## src/rtl/ram_copy_engine.sv

```systemverilog
// Copies len consecutive words from src_addr to dst_addr inside a single-port RAM.
// Each word is a read, RD_LAT wait cycles, then a write. Define CHECKSUM_EN to add
// an XOR checksum output of all copied words.
//
// state  | meaning
// S_IDLE | ram idle, waiting for start
// S_RD   | read strobe at src_ptr
// S_WAIT | RD_LAT cycles for read data; word captured on the last one
// S_WR   | write strobe at dst_ptr, then advance pointers
// S_FIN  | copy finished, done pulses on the following cycle
module ram_copy_engine #(
    parameter int ADDR_W = 8,
    parameter int DATA_W = 64,
    parameter int RD_LAT = 1
) (
    input  logic              clk,
    input  logic              rst,
    input  logic              start,
    input  logic [ADDR_W-1:0] src_addr,
    input  logic [ADDR_W-1:0] dst_addr,
    input  logic [ADDR_W:0]   len,
    output logic              busy,
    output logic              done,
    output logic              m_cen,
    output logic              m_wen,
    output logic [ADDR_W-1:0] m_addr,
    output logic [DATA_W-1:0] m_din,
    input  logic [DATA_W-1:0] m_dout
`ifdef CHECKSUM_EN
    ,
    output logic [DATA_W-1:0] checksum
`endif
);

    localparam int WCW = $clog2(RD_LAT + 1);

    typedef enum logic [2:0] {S_IDLE, S_RD, S_WAIT, S_WR, S_FIN} state_t;

    state_t            state, state_nxt;
    logic [ADDR_W-1:0] src_ptr, dst_ptr;
    logic [ADDR_W:0]   remaining;
    logic [WCW-1:0]    wait_cnt;
    logic              accept, wait_last;
    logic              busy_nxt, done_nxt, m_cen_nxt, m_wen_nxt;
    logic [ADDR_W-1:0] m_addr_nxt;
    logic [DATA_W-1:0] m_din_nxt;

    assign accept    = (state == S_IDLE) && start;
    assign wait_last = (state == S_WAIT) && (wait_cnt == WCW'(1));

    always_ff @(posedge clk or posedge rst) begin
        if (rst) begin
            state  <= S_IDLE;
            busy   <= 1'b0;
            done   <= 1'b0;
            m_cen  <= 1'b0;
            m_wen  <= 1'b0;
            m_addr <= '0;
            m_din  <= '0;
        end else begin
            state  <= state_nxt;
            busy   <= busy_nxt;
            done   <= done_nxt;
            m_cen  <= m_cen_nxt;
            m_wen  <= m_wen_nxt;
            m_addr <= m_addr_nxt;
            m_din  <= m_din_nxt;
        end
    end

    always_comb begin
        state_nxt = state;
        case (state)
            S_IDLE:  if (start) state_nxt = (len != '0) ? S_RD : S_FIN;
            S_RD:    state_nxt = S_WAIT;
            S_WAIT:  if (wait_last) state_nxt = S_WR;
            S_WR:    state_nxt = (remaining == (ADDR_W+1)'(1)) ? S_FIN : S_RD;
            S_FIN:   state_nxt = S_IDLE;
            default: state_nxt = S_IDLE;
        endcase
    end

    // Outputs are computed from the next state so they line up with it after the edge;
    // m_din doubles as the captured read word and holds it through the write.
    always_comb begin
        busy_nxt   = state_nxt inside {S_RD, S_WAIT, S_WR};
        done_nxt   = (state == S_FIN);
        m_cen_nxt  = (state_nxt == S_RD) || (state_nxt == S_WR);
        m_wen_nxt  = (state_nxt == S_WR);
        m_addr_nxt = m_addr;
        m_din_nxt  = m_din;
        if (state_nxt == S_RD)
            m_addr_nxt = (state == S_IDLE) ? src_addr : src_ptr + ADDR_W'(1);
        if (state_nxt == S_WR) begin
            m_addr_nxt = dst_ptr;
            m_din_nxt  = m_dout;
        end
    end

    always_ff @(posedge clk or posedge rst) begin
        if (rst) begin
            src_ptr   <= '0;
            dst_ptr   <= '0;
            remaining <= '0;
            wait_cnt  <= '0;
        end else begin
            if (accept) begin
                src_ptr   <= src_addr;
                dst_ptr   <= dst_addr;
                remaining <= len;
            end
            if (state == S_RD)
                wait_cnt <= WCW'(RD_LAT);
            else if (state == S_WAIT)
                wait_cnt <= wait_cnt - WCW'(1);
            if (state == S_WR) begin
                src_ptr   <= src_ptr + ADDR_W'(1);
                dst_ptr   <= dst_ptr + ADDR_W'(1);
                remaining <= remaining - (ADDR_W+1)'(1);
            end
        end
    end

`ifdef CHECKSUM_EN
    always_ff @(posedge clk or posedge rst) begin
        if (rst)
            checksum <= '0;
        else if (accept)
            checksum <= '0;
        else if (state == S_WR)
            checksum <= checksum ^ m_din;
    end
`endif

endmodule
```

## config.mk

```make
export PLATFORM = sky130hd
export DESIGN_NAME = ram_copy_engine
export DESIGN_NICKNAME = d
export VERILOG_FILES = /design/src/rtl/ram_copy_engine.sv
export SDC_FILE = /design/constraint.sdc
export NUM_CORES = 1
export LEC_CHECK = 0
export ABC_AREA = 1
export CAP_MARGIN = 20
export CORE_MARGIN = 2
export CORE_UTILIZATION = 45
export DETAILED_ROUTE_END_ITERATION = 10
export PLACE_DENSITY = 0.79
export SLEW_MARGIN = 20
export SYNTH_ARGS = -nofsm -noshare
export SYNTH_HDL_FRONTEND = slang
export SYNTH_SLANG_ARGS = --single-unit
```

## constraint.sdc

```tcl
create_clock -name clk -period 4.04 [get_ports clk]
set_input_delay 0.808 -clock clk [delete_from_list [all_inputs] [get_ports clk]]
set_output_delay 0.808 -clock clk [all_outputs]
set_load 0.005 [all_outputs]
```

# Word level (Yosys, flattened, before mapping)

Index checks and enable logic that the tools add are counted.

Input bits: 92
Flip-flop bits (word level): 105
Output and inout bits: 76
Logic and storage cells: 48

Equal/unequal tests: 8
Reduce and logical (&&, ||, !) cells: 9
$add $sub $neg: 4
Multiplexer cells: 16

Operator list:

| operator              | number |
|---|---|
| $mux W8               | 7 |
| $mux W9               | 2 |
| $add A8 B1 Y8 const B | 2 |
| $eq A3 B2 Y1 const B  | 4 |
| $mux W3               | 4 |
| $pmux W3 S4           | 1 |
| $eq A9 B1 Y1 const B  | 1 |
| $reduce_bool A9 Y1    | 1 |
| $sub A9 B1 Y9 const B | 1 |
| $eq A3 B1 Y1 const B  | 2 |
| $reduce_bool A2 Y1    | 3 |
| $eq A3 B3 Y1 const B  | 1 |
| $logic_not A3 Y1      | 1 |
| $reduce_bool A3 Y1    | 1 |
| $logic_and A1 B1 Y1   | 2 |
| $mux W1               | 2 |
| $logic_or A1 B1 Y1    | 1 |
| $sub A1 B1 Y1 const B | 1 |

# Logic depth before layout (Yosys ltp)

Gate-level depths: netlist of the first run.

Depth after elaboration: 7
Gate-level depth with buffers: 11
Gate-level depth less buffers: 11

# Least setup slack after synthesis of the first run

No wires, ideal clock.

Kind: input-to-reg
Start point: input port len[4]
End point: register busy
Required time: 3.912 ns
Setup time: 0.128 ns
Path buffers: 1
Path slack: 2.411 ns
Data arrival time: 1.501 ns
Stages on the path: 7
Cells stage by stage: nor2_1 > nand3_1 > nor2_1 > nor2_2 > nor2_4 > buf_6 > nand3_1

Cells in the longest elaborated chain, start to end: 6
Elaborated cells on any way between the ends: 8
Those cells by class: 3 x eq/ne; 3 x mux; 2 x reduce/logical

Ends and longest elaborated chain:

| item                                         | line | source |
|---|---|---|
| from (decl)                                  | 21   | `input logic [ADDR_W:0] len,` |
| $reduce_bool A9 Y1 (*)                       | 74   | `S_IDLE: if (start) state_nxt = (len != '0) ? S_RD : S_FIN;` |
| $mux W3 (*) (2 in a row)                     | 74   |  |
| $pmux W3 S4 (*)                              | 73   | `case (state)` |
| $eq A3 B1 Y1 or $eq A3 B2 Y1 (tied branches) | 86   | `busy_nxt = state_nxt inside {S_RD, S_WAIT, S_WR};` |
| $reduce_bool A3 Y1 (*)                       | 86   |  |
| named net busy_nxt                           | 44   | `logic busy_nxt, done_nxt, m_cen_nxt, m_wen_nxt;` |
| to (signal assigned)                         | 62   | `busy <= busy_nxt;` |
| to (decl)                                    | 22   | `output logic busy,` |

Mark *: on every way through the listed nets, which the timed path passes. The rest lies on a longest branch.
A chain may end at the register's enable or synchronous reset.

# Worst setup path in the final report of the first run

Start point: register m_addr[1]
End point: output port m_addr[1]

RTL lines:

| item                   | line | source |
|---|---|---|
| from (decl)            | 26   | `output logic [ADDR_W-1:0] m_addr,` |
| from (signal assigned) | 66   | `m_addr <= m_addr_nxt;` |

No word-level cell between the ends.

==> results of run 1 <==
[layer usage]
| layer | share of wire | GRT usage | vias up |
|---|---|---|---|
| met4 | 0.020 | 0.0650 | 0 |
| met1 | 0.41 | 0.290 | 2136 |
| met3 | 0.054 | 0.0430 | 20 |
| li1 | - | - | 2166 |
| met2 | 0.51 | 0.399 | 165 |
| met5 | 0 | 0 | - |
[power groups by stage]
stage               Clock (W)  Sequential [W]  Combinational (W)
finish               0.000614         0.00190            0.00252
CTS                  0.000624         0.00190            0.00253
global placement            0         0.00188            0.00243
detailed placement          0         0.00191            0.00252
floorplan                   0         0.00189            0.00138
global route         0.000672         0.00196            0.00281
[final cells by class]
| class | instances | area (sq um) |
|---|---|---|
| Multi-Input combinational cell | 430 | 1920 |
| Tap cell | 136 | 170 |
| Sequential cell | 105 | 2630 |
| Timing Repair Buffer | 170 | 1710 |
| Clock inverter | 6 | 52.6 |
| Clock buffer | 10 | 128 |
| Inverter | 34 | 130 |
| Fill cell | 873 | 3640 |
[metrics by stage]
stage,instance area [sq um],hold WS (ns),setup slack [ns],cells,utilization
finish,6730,0.482,1.95,891,0.649
global route,6730,0.504,1.88,891,0.649
CTS,6730,0.483,1.93,891,0.649
detailed placement,6550,0.459,1.63,875,0.632
global placement,6550,0.452,1.67,875,0.632
floorplan,4830,0.465,0.471,591,-
[cell usage after synthesis, types with 2 or more instances]
cell type and n:
o211ai_1 9, nand2_2 4, a21oi_1 4, o21ai_0 17, nor2_1 32, o22ai_1 4
nand2_4 2, nor3_1 4, xor2_1 8, ha_1 4, buf_2 7, nand4_1 2
dfrtp_1 105, nand2_1 291, a211oi_1 2, a31oi_1 3, inv_1 29, inv_2 5
buf_1 4, nor2_4 3, buf_4 3, buf_6 8, o21ai_1 4, nand3_1 30
[cells by family (layout without fill, tap and decap cells)]
family	after synthesis	after routing	share of synthesized area
AO/OA/AOI/OAI	46	46	0.0572
XOR/XNOR	8	8	0.0145
adder cells (fa/ha/maj)	4	4	0.0104
buffers and inverters	56	220	0.0600
flip-flops	105	105	0.543
AND/OR/NAND/NOR	372	372	0.314
[layout by cell type, fill, tap and decap left out, drive strengths merged]
master	instances
nor3	4
inv	36
dfrtp	105
nor2	37
clkdlybuf4s50	167
clkinv	2
o211ai	9
nand2	297
a31oi	3
o22ai	4
a21oi	4
a211oi	2
nand3	31
a22oi	1
nand3b	1
ha	4
clkinvlp	2
nand4	2
o21ai	22
xor2	8
o2111ai	1
clkbuf	10
buf	3
[registers in the layout, summed over array words and instances (netlist names)]
register   count
busy           1
done           1
dst_ptr        8
m_addr         8
m_cen          1
m_din         64
m_wen          1
remaining      9
src_ptr        8
state          3
wait_cnt       1
[worst paths after layout]
kind	start	endpoint	slack (ns)	depth (start not counted)
min reg2reg	m_din[59]	m_din[59]	0.48	2
max reg2reg	state[2]	m_addr[3]	2.05	7
max in group asynchronous	rst	m_din[18]	2.36	3
min	m_din[59]	m_din[59]	0.48	2
max	m_addr[1]	m_addr[1]	1.95	1
min in group asynchronous	rst	m_din[56]	0.98	2
==> impl_metrics.toml, run 1 <==
[worst_setup_path]
crit_buf_inv = 1
arrival_ns = 1.28
end_kind = "output port"
crit_type = "register to output port"
startpoint_type = "register"
cp_max_fo = 2
path_cells = "clkdlybuf4s50_1"
slowest_delay_ns = 0.52
worstPathRequired_ns = 3.23
cp_slowest_cell = "clkdlybuf4s50_1"
worst_path_dominant_cell_family = "buffers and inverters"

[power]
switching_share = 0.406
p_total_w = 0.00503
p_int_w = 0.00299
ir_drop_uv = 338
clockPowerShare = 0.122
p_seq_frac = 0.378
power_density_nw_per_um2 = 748
power_leakage_nw = 3.25
switchingPower_w = 0.00204
combPwrFrac = 0.500

[route]
vias = 4487
viasPerCell = 5.04
routedWlPerCell_um = 14.8
postRouteAntennaNets = 0
drc_errors = 0
wl_um = 13200
first_pass_iters = 5
drt-initial-drc-count = 393

[yosys]
avgSynthCellArea_sq_um = 8.18
ys_warn_count = 0
async_flop_share = 1.00
synthDistinctLibCells = 31
ys_ff_latch = 105
synth_fp_nets = 687
synth_area_sq_um = 4830
synth_cells = 591
synth_edf_count = 0
seq_area_frac_synth = 0.543
synth_area_leaders = "dfrtp_1 (54%), nand2_1 (23%), nand3_1 (3.1%), nor2_1 (2.5%), inv_1 (2.3%)"
synth_top_area_cell = "dfrtp_1"
yosysTopAreaCellShare = 0.543
synth-main-ff-cell = "dfrtp_1"

[die]
die-width_um = 108
dieArea_sq_um = 11600
core_sq_um = 10400
num_rows = 37
chipHeight_um = 108
io_pins = 168
initial_utilization = 0.466

[timing]
finalCriticalPeriod_ns = 2.09
maxSlewHeadroom = 0.397
timing.setup.tns_ns = 0
slew_violations = 0
fmax_mhz = 479
final-hold-violation-count = 0
setup_viol = 0
rsz0062_at_grt = "false"
worstMarginPinSlew_ns = 0.904
period_share = 0.517
worst_clock_skew_ns = 0.0184

[placed_design]
gp_congestion = 0.910
io_buffers = 167
dp_hpwl_um = 9510

[cells_and_area]
diodes = 0
areaGrowthSynthToFinish_pct = 39.2
nets = 846
drive_gt1_frac = 0.0490

[clock_network]
clockBufferDepth = 2
cts_resized = 0
insertion_delay_ns = 0.37
clock-root-buffer = "clkbuf_8"
path_clk_slew_ns = 0.11
htreeDepth = 3
postCtsHoldBufs = 0
cts_sinks = 105
cts_tree = "built"
numCtsBuffers = 9
cts_setup_buffers = 0

[grt]
grt_pass1_wl_um = 20900
antenna_found_initial = 0
overflow = 0
grtUsageTotal = 0.229
first_global_vias = 4310
grt_max_degree = 74

[run_status]
status = "completed"

[worst_hold_path]
hold_class = "register to register"

[job]
drv_cap = 0
Power figures use the tool's default switching activity.
==> run 2, diff against run 1 <==
Settings changed: CORE_UTILIZATION 45 to 41, PLACE_DENSITY 0.79 to 0.76.
Clock period 4.04 ns to 1.75 ns, I/O delays scaled along.
==> impl_metrics.toml, run 2 (same netlist as run 1, synthesis figures left out) <==
[cells_and_area]
design_area_sq_um = 7070
final_cell_mix = "nand2_1 (291), clkdlybuf4s50_1 (167), dfrtp_1 (105)"
regMostFlops = "m_din"
fill_cells = 991
nets = 866
largest_registers = "m_din: 64 flops, remaining: 9 flops"
layout_commonest_cell = "nand2_1"
layout.cells.non_filler = 918
diodes = 0
drive_gt1_frac = 0.0761
largest_register_ffs = 64
areaGrowthSynthToFinish_pct = 46.1

[route]
drt-initial-drc-count = 277
viasPerCell = 4.92
first_pass_iters = 5
drc_errors = 0
vias = 4517
wl_um = 13100
postRouteAntennaNets = 0
routedWlPerCell_um = 14.2

[grt]
overflow = 0
first_global_vias = 4427
antenna_found_initial = 0
grtUsageTotal = 0.206
grt_pass1_wl_um = 21000
grt_max_degree = 59

[placed_design]
post-place-ws_ns = -0.157
gp_congestion = 0.853
dpl.cell_count = 900
io_buffers = 167
dp_hpwl_um = 9620
placed_area_sq_um = 6720

[timing]
setup_viol = 0
maxSlewHeadroom = 0.727
finalCriticalPeriod_ns = 1.69
worstMarginPinSlew_ns = 0.406
final-hold-violation-count = 0
worst_clock_skew_ns = 0.0107
finalWorstSetupSlack_ns = 0.0621
period_share = 0.965
slew_violations = 0
fmax_mhz = 592

[power]
p_int_w = 0.00781
power_leakage_nw = 3.41
switchingPower_w = 0.00482
power_density_nw_per_um2 = 1790
p_seq_frac = 0.347
p_total_w = 0.0126
combPwrFrac = 0.487
ir_drop_uv = 778
clockPowerShare = 0.166
switching_share = 0.382

[job]
drv_cap = 0

[worst_setup_path]
cp_max_fo = 7
startpoint_type = "register"
crit_path_start = "remaining[1]"
end_kind = "register"
rr_startpoint = "remaining[1]"
arrival_ns = 1.91
worstPathRequired_ns = 1.98
crit_type = "register to register"

[clock_network]
htreeDepth = 3
clockBufferDepth = 2
clock-root-buffer = "clkbuf_16"
path_clk_slew_ns = 0.08
cts_sinks = 105
numCtsBuffers = 9
cts_tree = "built"
insertion_delay_ns = 0.35

[die]
io_pins = 168
initial_utilization = 0.422
dieArea_sq_um = 12700
die-width_um = 113
core_sq_um = 11500
num_rows = 39
chipHeight_um = 113

[run_status]
status = "completed"

[worst_hold_path]
hold_class = "input port to async pin"
-- run 2: cell types whose count changed in the layout (fill, tap and decap cells not counted), sizes merged --
cell / delta
inv: -1
clkinv: -1
buf: +20
bufinv: +1
clkbuf: -1
clkinvlp: +2
-- run 2: stage by stage --
step | hold WS, ns | TNS, ns | util
after CTS | 0.470 | 0 | 0.614
after global routing | 0.492 | -0.0110 | 0.616
after global placement | 0.452 | -0.668 | 0.586
after detailed placement | 0.458 | -1.02 | 0.586
after floorplan | 0.465 | 0 | -
final | 0.461 | 0 | 0.616
-- run 2: path summary, 6_finish.rpt --
path                                   to  slack [ns]  cells after the start
worst max register to register       busy        0.06                     10
worst max-delay path                 busy        0.06                     10
worst min-delay path            m_din[42]        0.46                      3
max in group asynchronous        state[2]        1.01                      3
min in group clk                m_din[24]        0.47                      2
worst min register to register  m_din[24]        0.47                      2
-- run 2: area by class of cell --
type / instances / area [sq um] / area share
clock buffer: 9 / 225 / 0.0319
clock inverter: 7 / 88.8 / 0.0126
inverter: 34 / 131 / 0.0186
multi-input combinational: 430 / 1920 / 0.272
sequential: 105 / 2630 / 0.372
tap: 143 / 179 / 0.0253
timing repair buffer: 190 / 1890 / 0.268
-- run 2: critical path, stage by stage (launching register included) --
cell	delay, ns
dfrtp_1	0.39
inv_1	0.12
ha_1	0.16
nand2_1	0.06
nor2_2	0.15
nand2_1	0.10
nand2_2	0.10
nand2_1	0.09
nor2_4	0.20
buf_12	0.14
nand3_1	0.06
-- run 2: per-layer routing --
metal  GRT usage  up-vias  share of wire
met2       0.352      160           0.49
met1       0.260     2122           0.43
met3      0.0313       27          0.051
li1            -     2208              -
met4      0.0935        0          0.027
met5           0        -              0
-- run 2: timing repair --
item | CTS | global route
buffers inserted | 0 | 2
endpoints found under the setup margin | 0 | 3
hold buffers | 0 | 0
gates resized for setup | 0 | 1
-- run 2: power by group through the flow --
| stage | Combinational [W] | Sequential [W] | Clock [W] |
|---|---|---|---|
| floorplan | 0.00318 | 0.00437 | 0 |
| global placement | 0.00586 | 0.00435 | 0 |
| detailed placement | 0.00606 | 0.00440 | 0 |
| CTS | 0.00608 | 0.00437 | 0.00214 |
| global route | 0.00685 | 0.00452 | 0.00223 |
| finish | 0.00616 | 0.00438 | 0.00209 |
